### src/rtl/logic_unit_arbiter_pkg.sv
// Shared types for the logic-unit arbiter slice.
//   op_e    : opcode encoding of the 4-operation logic unit
//   state_e : response-slot occupancy
package logic_unit_pkg;

  typedef enum logic [1:0] {
    OP_AND = 2'b00,
    OP_OR  = 2'b01,
    OP_XOR = 2'b10,
    OP_NOT = 2'b11
  } op_e;

  typedef enum logic {
    EMPTY = 1'b0,
    FULL  = 1'b1
  } state_e;

endpackage

### src/rtl/logic_unit_arbiter_if.sv
// Request/response bundle between the operand sources and the arbiter.
//   master : requester/consumer side (drives req_* valid/data, rsp_ready)
//   slave  : arbiter side (drives req_ready and the rsp_* slot)
// Requester i uses req_op[2i+1:2i], req_a/req_b[DATA_W*i +: DATA_W].
interface logic_unit_arbiter_if #(
  parameter int unsigned NUM_REQ = 4,
  parameter int unsigned DATA_W  = 8
);
  localparam int unsigned ID_W = (NUM_REQ > 1) ? $clog2(NUM_REQ) : 1;

  logic [NUM_REQ-1:0]        req_valid;
  logic [NUM_REQ-1:0]        req_ready;
  logic [2*NUM_REQ-1:0]      req_op;
  logic [DATA_W*NUM_REQ-1:0] req_a;
  logic [DATA_W*NUM_REQ-1:0] req_b;
  logic                      rsp_valid;
  logic                      rsp_ready;
  logic [DATA_W-1:0]         rsp_data;
  logic [ID_W-1:0]           rsp_id;
  logic [1:0]                rsp_op;

  modport master (
    output req_valid, req_op, req_a, req_b, rsp_ready,
    input  req_ready, rsp_valid, rsp_data, rsp_id, rsp_op
  );

  modport slave (
    input  req_valid, req_op, req_a, req_b, rsp_ready,
    output req_ready, rsp_valid, rsp_data, rsp_id, rsp_op
  );

endinterface

### src/rtl/logic_unit_arbiter_4op.sv
// Combinational 4-operation logic unit.
//   a, b : operands (b ignored for OP_NOT)
//   op   : operation select
//   y    : bitwise result
module logic_unit_4op
  import logic_unit_pkg::*;
#(
  parameter int unsigned DATA_W = 8
) (
  input  logic [DATA_W-1:0] a,
  input  logic [DATA_W-1:0] b,
  input  op_e               op,
  output logic [DATA_W-1:0] y
);

  always_comb begin
    y = '0;
    unique case (op)
      OP_AND: y = a & b;
      OP_OR:  y = a | b;
      OP_XOR: y = a ^ b;
      OP_NOT: y = ~a;
      default: y = '0;
    endcase
  end

endmodule

### src/rtl/logic_unit_arbiter.sv
// Round-robin arbiter sharing one logic unit between NUM_REQ requesters,
// with a single-entry registered response slot tagged by requester id.
//   clk   : rising-edge clock
//   rst_n : asynchronous active-low reset
//   bus   : slave side of logic_unit_arbiter_if (request and response ports)
module logic_unit_arbiter
  import logic_unit_pkg::*;
#(
  parameter int unsigned NUM_REQ = 4,
  parameter int unsigned DATA_W  = 8
) (
  input  logic                 clk,
  input  logic                 rst_n,
  logic_unit_arbiter_if.slave  bus
);

  localparam int unsigned ID_W = (NUM_REQ > 1) ? $clog2(NUM_REQ) : 1;

  typedef struct packed {
    logic            found;
    logic [ID_W-1:0] idx;
  } pick_t;

  // First valid requester scanning ptr, ptr+1, ... modulo NUM_REQ.
  function automatic pick_t rr_pick(input logic [NUM_REQ-1:0] valid,
                                    input logic [ID_W-1:0]    ptr);
    pick_t       p;
    int unsigned idx;
    p = '0;
    for (int unsigned k = 0; k < NUM_REQ; k++) begin
      idx = (32'(ptr) + k) % NUM_REQ;
      if (!p.found && valid[ID_W'(idx)]) begin
        p.found = 1'b1;
        p.idx   = ID_W'(idx);
      end
    end
    return p;
  endfunction

  state_e            state_q, state_d;
  logic [ID_W-1:0]   rr_ptr;
  logic [DATA_W-1:0] rsp_data_q;
  logic [ID_W-1:0]   rsp_id_q;
  logic [1:0]        rsp_op_q;

  pick_t             pick;
  logic              can_accept;
  logic              transfer;
  op_e               sel_op;
  logic [DATA_W-1:0] sel_a, sel_b, alu_y;

  assign pick       = rr_pick(bus.req_valid, rr_ptr);
  assign can_accept = (state_q == EMPTY) | bus.rsp_ready;

  // rst_n gating keeps req_ready low for the whole reset assertion.
  always_comb begin
    bus.req_ready = '0;
    if (pick.found && can_accept && rst_n)
      bus.req_ready[pick.idx] = 1'b1;
  end

  assign transfer = |(bus.req_valid & bus.req_ready);

  assign sel_op = op_e'(bus.req_op[2*pick.idx +: 2]);
  assign sel_a  = bus.req_a[pick.idx*DATA_W +: DATA_W];
  assign sel_b  = bus.req_b[pick.idx*DATA_W +: DATA_W];

  logic_unit_4op #(.DATA_W(DATA_W)) u_op (
    .a  (sel_a),
    .b  (sel_b),
    .op (sel_op),
    .y  (alu_y)
  );

  always_comb begin
    state_d = state_q;
    unique case (state_q)
      EMPTY: if (transfer) state_d = FULL;
      FULL:  if (bus.rsp_ready && !transfer) state_d = EMPTY;
      default: state_d = EMPTY;
    endcase
  end

  always_ff @(posedge clk or negedge rst_n) begin
    if (!rst_n) state_q <= EMPTY;
    else        state_q <= state_d;
  end

  always_ff @(posedge clk or negedge rst_n) begin
    if (!rst_n) begin
      rr_ptr     <= '0;
      rsp_data_q <= '0;
      rsp_id_q   <= '0;
      rsp_op_q   <= '0;
    end else if (transfer) begin
      rr_ptr     <= (pick.idx == ID_W'(NUM_REQ - 1)) ? '0 : pick.idx + 1'b1;
      rsp_data_q <= alu_y;
      rsp_id_q   <= pick.idx;
      rsp_op_q   <= sel_op;
    end
  end

  assign bus.rsp_valid = (state_q == FULL);
  assign bus.rsp_data  = rsp_data_q;
  assign bus.rsp_id    = rsp_id_q;
  assign bus.rsp_op    = rsp_op_q;

endmodule

### src/flat_wrapper.sv
// flat-port wrapper written by rule: the top's interface ports become plain ports
module logic_unit_arbiter_flat import logic_unit_pkg::*;
#(
  parameter int unsigned NUM_REQ = 4,
  parameter int unsigned DATA_W  = 8
)
  (clk, rst_n, bus_req_valid, bus_req_op, bus_req_a, bus_req_b, bus_rsp_ready, bus_req_ready, bus_rsp_valid, bus_rsp_data, bus_rsp_id, bus_rsp_op);
  logic_unit_arbiter_if #(.NUM_REQ(NUM_REQ), .DATA_W(DATA_W)) bus_i ();
  input  logic clk;
  input  logic rst_n;
  input wire logic [$bits(bus_i.req_valid)-1:0] bus_req_valid;
  input wire logic [$bits(bus_i.req_op)-1:0] bus_req_op;
  input wire logic [$bits(bus_i.req_a)-1:0] bus_req_a;
  input wire logic [$bits(bus_i.req_b)-1:0] bus_req_b;
  input wire logic [$bits(bus_i.rsp_ready)-1:0] bus_rsp_ready;
  output wire logic [$bits(bus_i.req_ready)-1:0] bus_req_ready;
  output wire logic [$bits(bus_i.rsp_valid)-1:0] bus_rsp_valid;
  output wire logic [$bits(bus_i.rsp_data)-1:0] bus_rsp_data;
  output wire logic [$bits(bus_i.rsp_id)-1:0] bus_rsp_id;
  output wire logic [$bits(bus_i.rsp_op)-1:0] bus_rsp_op;
  assign bus_i.req_valid = bus_req_valid;
  assign bus_i.req_op = bus_req_op;
  assign bus_i.req_a = bus_req_a;
  assign bus_i.req_b = bus_req_b;
  assign bus_i.rsp_ready = bus_rsp_ready;
  assign bus_req_ready = bus_i.req_ready;
  assign bus_rsp_valid = bus_i.rsp_valid;
  assign bus_rsp_data = bus_i.rsp_data;
  assign bus_rsp_id = bus_i.rsp_id;
  assign bus_rsp_op = bus_i.rsp_op;
  logic_unit_arbiter #(.NUM_REQ(NUM_REQ), .DATA_W(DATA_W)) u_core (.clk(clk), .rst_n(rst_n), .bus(bus_i));
endmodule
### config.mk
export PLATFORM = sky130hd
export DESIGN_NAME = logic_unit_arbiter_flat
export DESIGN_NICKNAME = d
export VERILOG_FILES = /design/src/rtl/logic_unit_arbiter_pkg.sv /design/src/rtl/logic_unit_arbiter_if.sv /design/src/rtl/logic_unit_arbiter_4op.sv /design/src/rtl/logic_unit_arbiter.sv /design/src/flat_wrapper.sv
export SDC_FILE = /design/constraint.sdc
export NUM_CORES = 1
export LEC_CHECK = 0
export BUFFER_PORTS_ARGS = -buffer_cell sky130_fd_sc_hd__buf_2
export CORE_AREA = 2 2 81 83
export DETAILED_ROUTE_END_ITERATION = 8
export DIE_AREA = 0 0 83 85
export HOLD_SLACK_MARGIN = 0.15
export REMOVE_ABC_BUFFERS = 1
export SLEW_MARGIN = 10
export SYNTH_ARGS = -nofsm -noshare
export SYNTH_HDL_FRONTEND = slang
export SYNTH_HIERARCHICAL = 1
export SYNTH_SLANG_ARGS = --single-unit
export TNS_END_PERCENT = 10
### constraint.sdc
create_clock -name clk -period 3.8 [get_ports clk]
set_clock_uncertainty 0.1 [all_clocks]
set_input_delay 0.57 -clock clk [delete_from_list [all_inputs] [get_ports clk]]
set_output_delay 0.57 -clock clk [all_outputs]
set_load 0.005 [all_outputs]
==> impl_results.md <==
* Crit path time final at 3.08 ns
* Tightest Hold Check Type: flip-flop to flip-flop
* Met3 Track Usage GR at 1.46%
* Worst-skew pair later-pin latency at 0.24 ns
* RSZ-0062 raised after global routing: false
* First-pass GRT wire length at 7760 µm
* Ant. Diodes at 0
* Initial Util at 29.2%
* CP Cell Sequence: buf_2 > nor2b_2 > o21ai_0 > o221a_2 > a211oi_1 > a31oi_1 > inv_1 > ha_1 > mux4_2 > mux2_4
* Routed length per instance at 11.8 µm
* Leak at 1.27 nW
* Seq cells post-synth at 15
* TritonCTS clock tree: done
* # IOs at 96
* Pre-CTS setup slack at about 0.42 ns
* Hold Violations, Final at 0
* Mapped Avg Cell Area at 8.79 µm²
* CP Data Arrival Time at 3.11 ns
* Antenna Nets Post-Route at 0
* Row count at 29
* Max-cap violations at 0
* GRT busiest layer: met2
* Worst-path clk slew at approximately 0.060 ns
* Die width at 83 µm
* Most frequent cell after synthesis: nand2_1
* Port Buffer Count at 95
* Initial antenna violation count at 0
* Area of the core at 6200 µm²
* GR Layer Usage met2 at 23.6%
* CTS resizes at 0
* FF/Latch Area at between 300 and 400 µm²
* Share of layout cells above drive strength 1 at 44.9%
* Crit-path max FO at 33
* Crit path required time at roughly 3.8 ns
* Cell variety after synth at 32
* Crit start category: input port
* Total die area at 7060 µm²
* H-tree depth at 1
* Critical Path End Type: flip-flop
* GR Util met1 at 16.8%
* Post-DP HPWL at 3600 µm
* Commonest cells post-synth: nand2_1 (35), inv_1 (28), ha_1 (17)
* Vias at roughly 1.8k
* VDD IR max at 0.292 mV
* Status: completed
* DRT iter0 DRCs at 38
* CP max stage delay at 0.64 ns
* CTS buffer count at 3
* Clock sinks at 15
* Ys Warns at 6
* Overall Global Routing Usage at 13.1%
* Die height at around 85 µm
* Primary FF master, synth: dfrtp_1
* Number of flops mapped to enable cells by yosys at 0
* # fillers at about 660
* Worst Path Class, Setup: input port to flip-flop
* Slowest cell on the critical path: o221a_2
* Setup WS post-layout at around 0.72 ns
* Largest cells by area after synthesis: dfrtp_1 (21%), ha_1 (12%), mux4_2 (10%)
* FFs w/ async S/R, synth at 100%
* Final setup fails at 0
* Fmax at approximately 0.32 GHz
* Cell taking the most area after synthesis: dfrtp_1
* Clock root buffer: clkbuf_8
* Area of the multi-input gates at 1220 µm²
* WL final at 4480 µm
* Syn Inst Count at a little over 200
* Via density at approximately 4.7
* NumNets Final at 398
* Post-synthesis cell area at 1810 µm²
* Pwr dens at ~690 nW/µm²
* Gpl congestion at 0.824
* Slew headroom at 55.5%
* Largest net degree at the start of global routing at 34
* Gr ovfl total at 0
* Worst-margin pin slew at 0.667 ns
* Final cell utilization of the core at 38.9%
* Vias in the first global route at 1779
* Area Overhead vs Synth at 33.2%
* DR DRC count at 0
* Postcts setup bufs at 0
* Yosys top cell area share at 20.7%
* Seq/Total Area, Yosys at roughly a fifth
* Final Slew Violations at 0
* CTS Hold Buffers Added at 1
* Pre-antenna DRT Iters at 4
* Period Utilization, post-route at 81.1%
* Max Root-Sink Buffers at 2
-- layout by cell type, fill, tap and decap left out, drive strengths merged --
cell type and count:
inv 29, dlygate4sd3 1, nor2 4, o21ai 2, dfrtp 15, mux4 8
o32ai 1, buf 105, mux2 12, ha 17, a21o 1, and2 16
mux2i 6, and4 1, or4 1, nor2b 3, o221a 1, nand2 35
or2 2, a211oi 16, a21oi 2, and3 1, o21a 1, clkbuf 4
a31oi 16, nand3 1
-- flip-flops by register name, summed over array words and instances, names as in the netlist --
register and cells:
u_core/bus.rsp_data 8, u_core/bus.rsp_id 2, u_core/bus.rsp_op 2, u_core/rr_ptr 2
u_core/bus.rsp_valid 1
-- routing by layer --
metal | vias up | share of wire (%)
met5 | - | 0
met4 | 0 | 0.65
met3 | 2 | 5.9
met2 | 63 | 48
met1 | 796 | 46
li1 | 900 | -
-- cell type report --
class / count / area share (%)
multi-input cells: 147 / 50.8
flip-flops and latches: 15 / 15.6
well taps: 77 / 4.00
inverters: 29 / 4.51
clock buffers: 4 / 1.87
repair buffers: 106 / 23.2
-- stage by stage --
stage / hold slack, ns / area [µm²] / total power, mW / TNS (ns) / std cells
global placement: 0.383 / 2360 / 1.51 / 0 / 373
floorplan: 0.174 / 1710 / 1.17 / -0.610 / 191
CTS: 0.405 / 2410 / 1.70 / 0 / 378
global route: 0.419 / 2410 / 1.86 / 0 / 378
finish: 0.406 / 2410 / 1.66 / 0 / 378
detailed placement: 0.391 / 2360 / 1.56 / 0 / 373
-- logic make-up (layout without fill, tap and decap cells) --
kind of cell	count (synthesis)	after routing	share of synthesized area (%)
buf+inv	44	139	11.8
mux	26	26	22.2
compound gates	40	40	16.2
simple gates	64	64	17.3
fa+ha+maj	17	17	11.7
flops	15	15	20.7
-- power breakdown --
part / internal [mW] / leakage, nW / switching [mW]
clock network: 0.0742 / 0.0228 / 0.0558
logic: 0.659 / 1.07 / 0.569
registers: 0.247 / 0.176 / 0.0585
total: 0.980 / 1.27 / 0.683
-- worst paths after layout --
| kind | start | endpoint | slack [ns] | depth (start not counted) |
|---|---|---|---|---|
| setup reg to reg | u_core/rr_ptr[1] | u_core/bus.rsp_data[7] | 0.77 | 11 |
| max in group asynchronous | rst_n | u_core/bus.rsp_data[5] | 2.63 | 2 |
| hold reg to reg | u_core/bus.rsp_id[0] | u_core/bus.rsp_id[0] | 0.41 | 1 |
| min in group asynchronous | rst_n | u_core/bus.rsp_op[0] | 0.69 | 2 |
| hold / removal | u_core/bus.rsp_id[0] | u_core/bus.rsp_id[0] | 0.41 | 1 |
| setup / recovery | bus_req_valid[2] | u_core/bus.rsp_data[7] | 0.72 | 10 |
-- critical path: cells and delay by family --
family / cells / cell delay (ns)
simple gates: 1 / 0.17
compound gates: 4 / 1.16
mux: 2 / 0.71
fa+ha+maj: 1 / 0.29
buf+inv: 2 / 0.22
(Power assumes the default switching activity.)
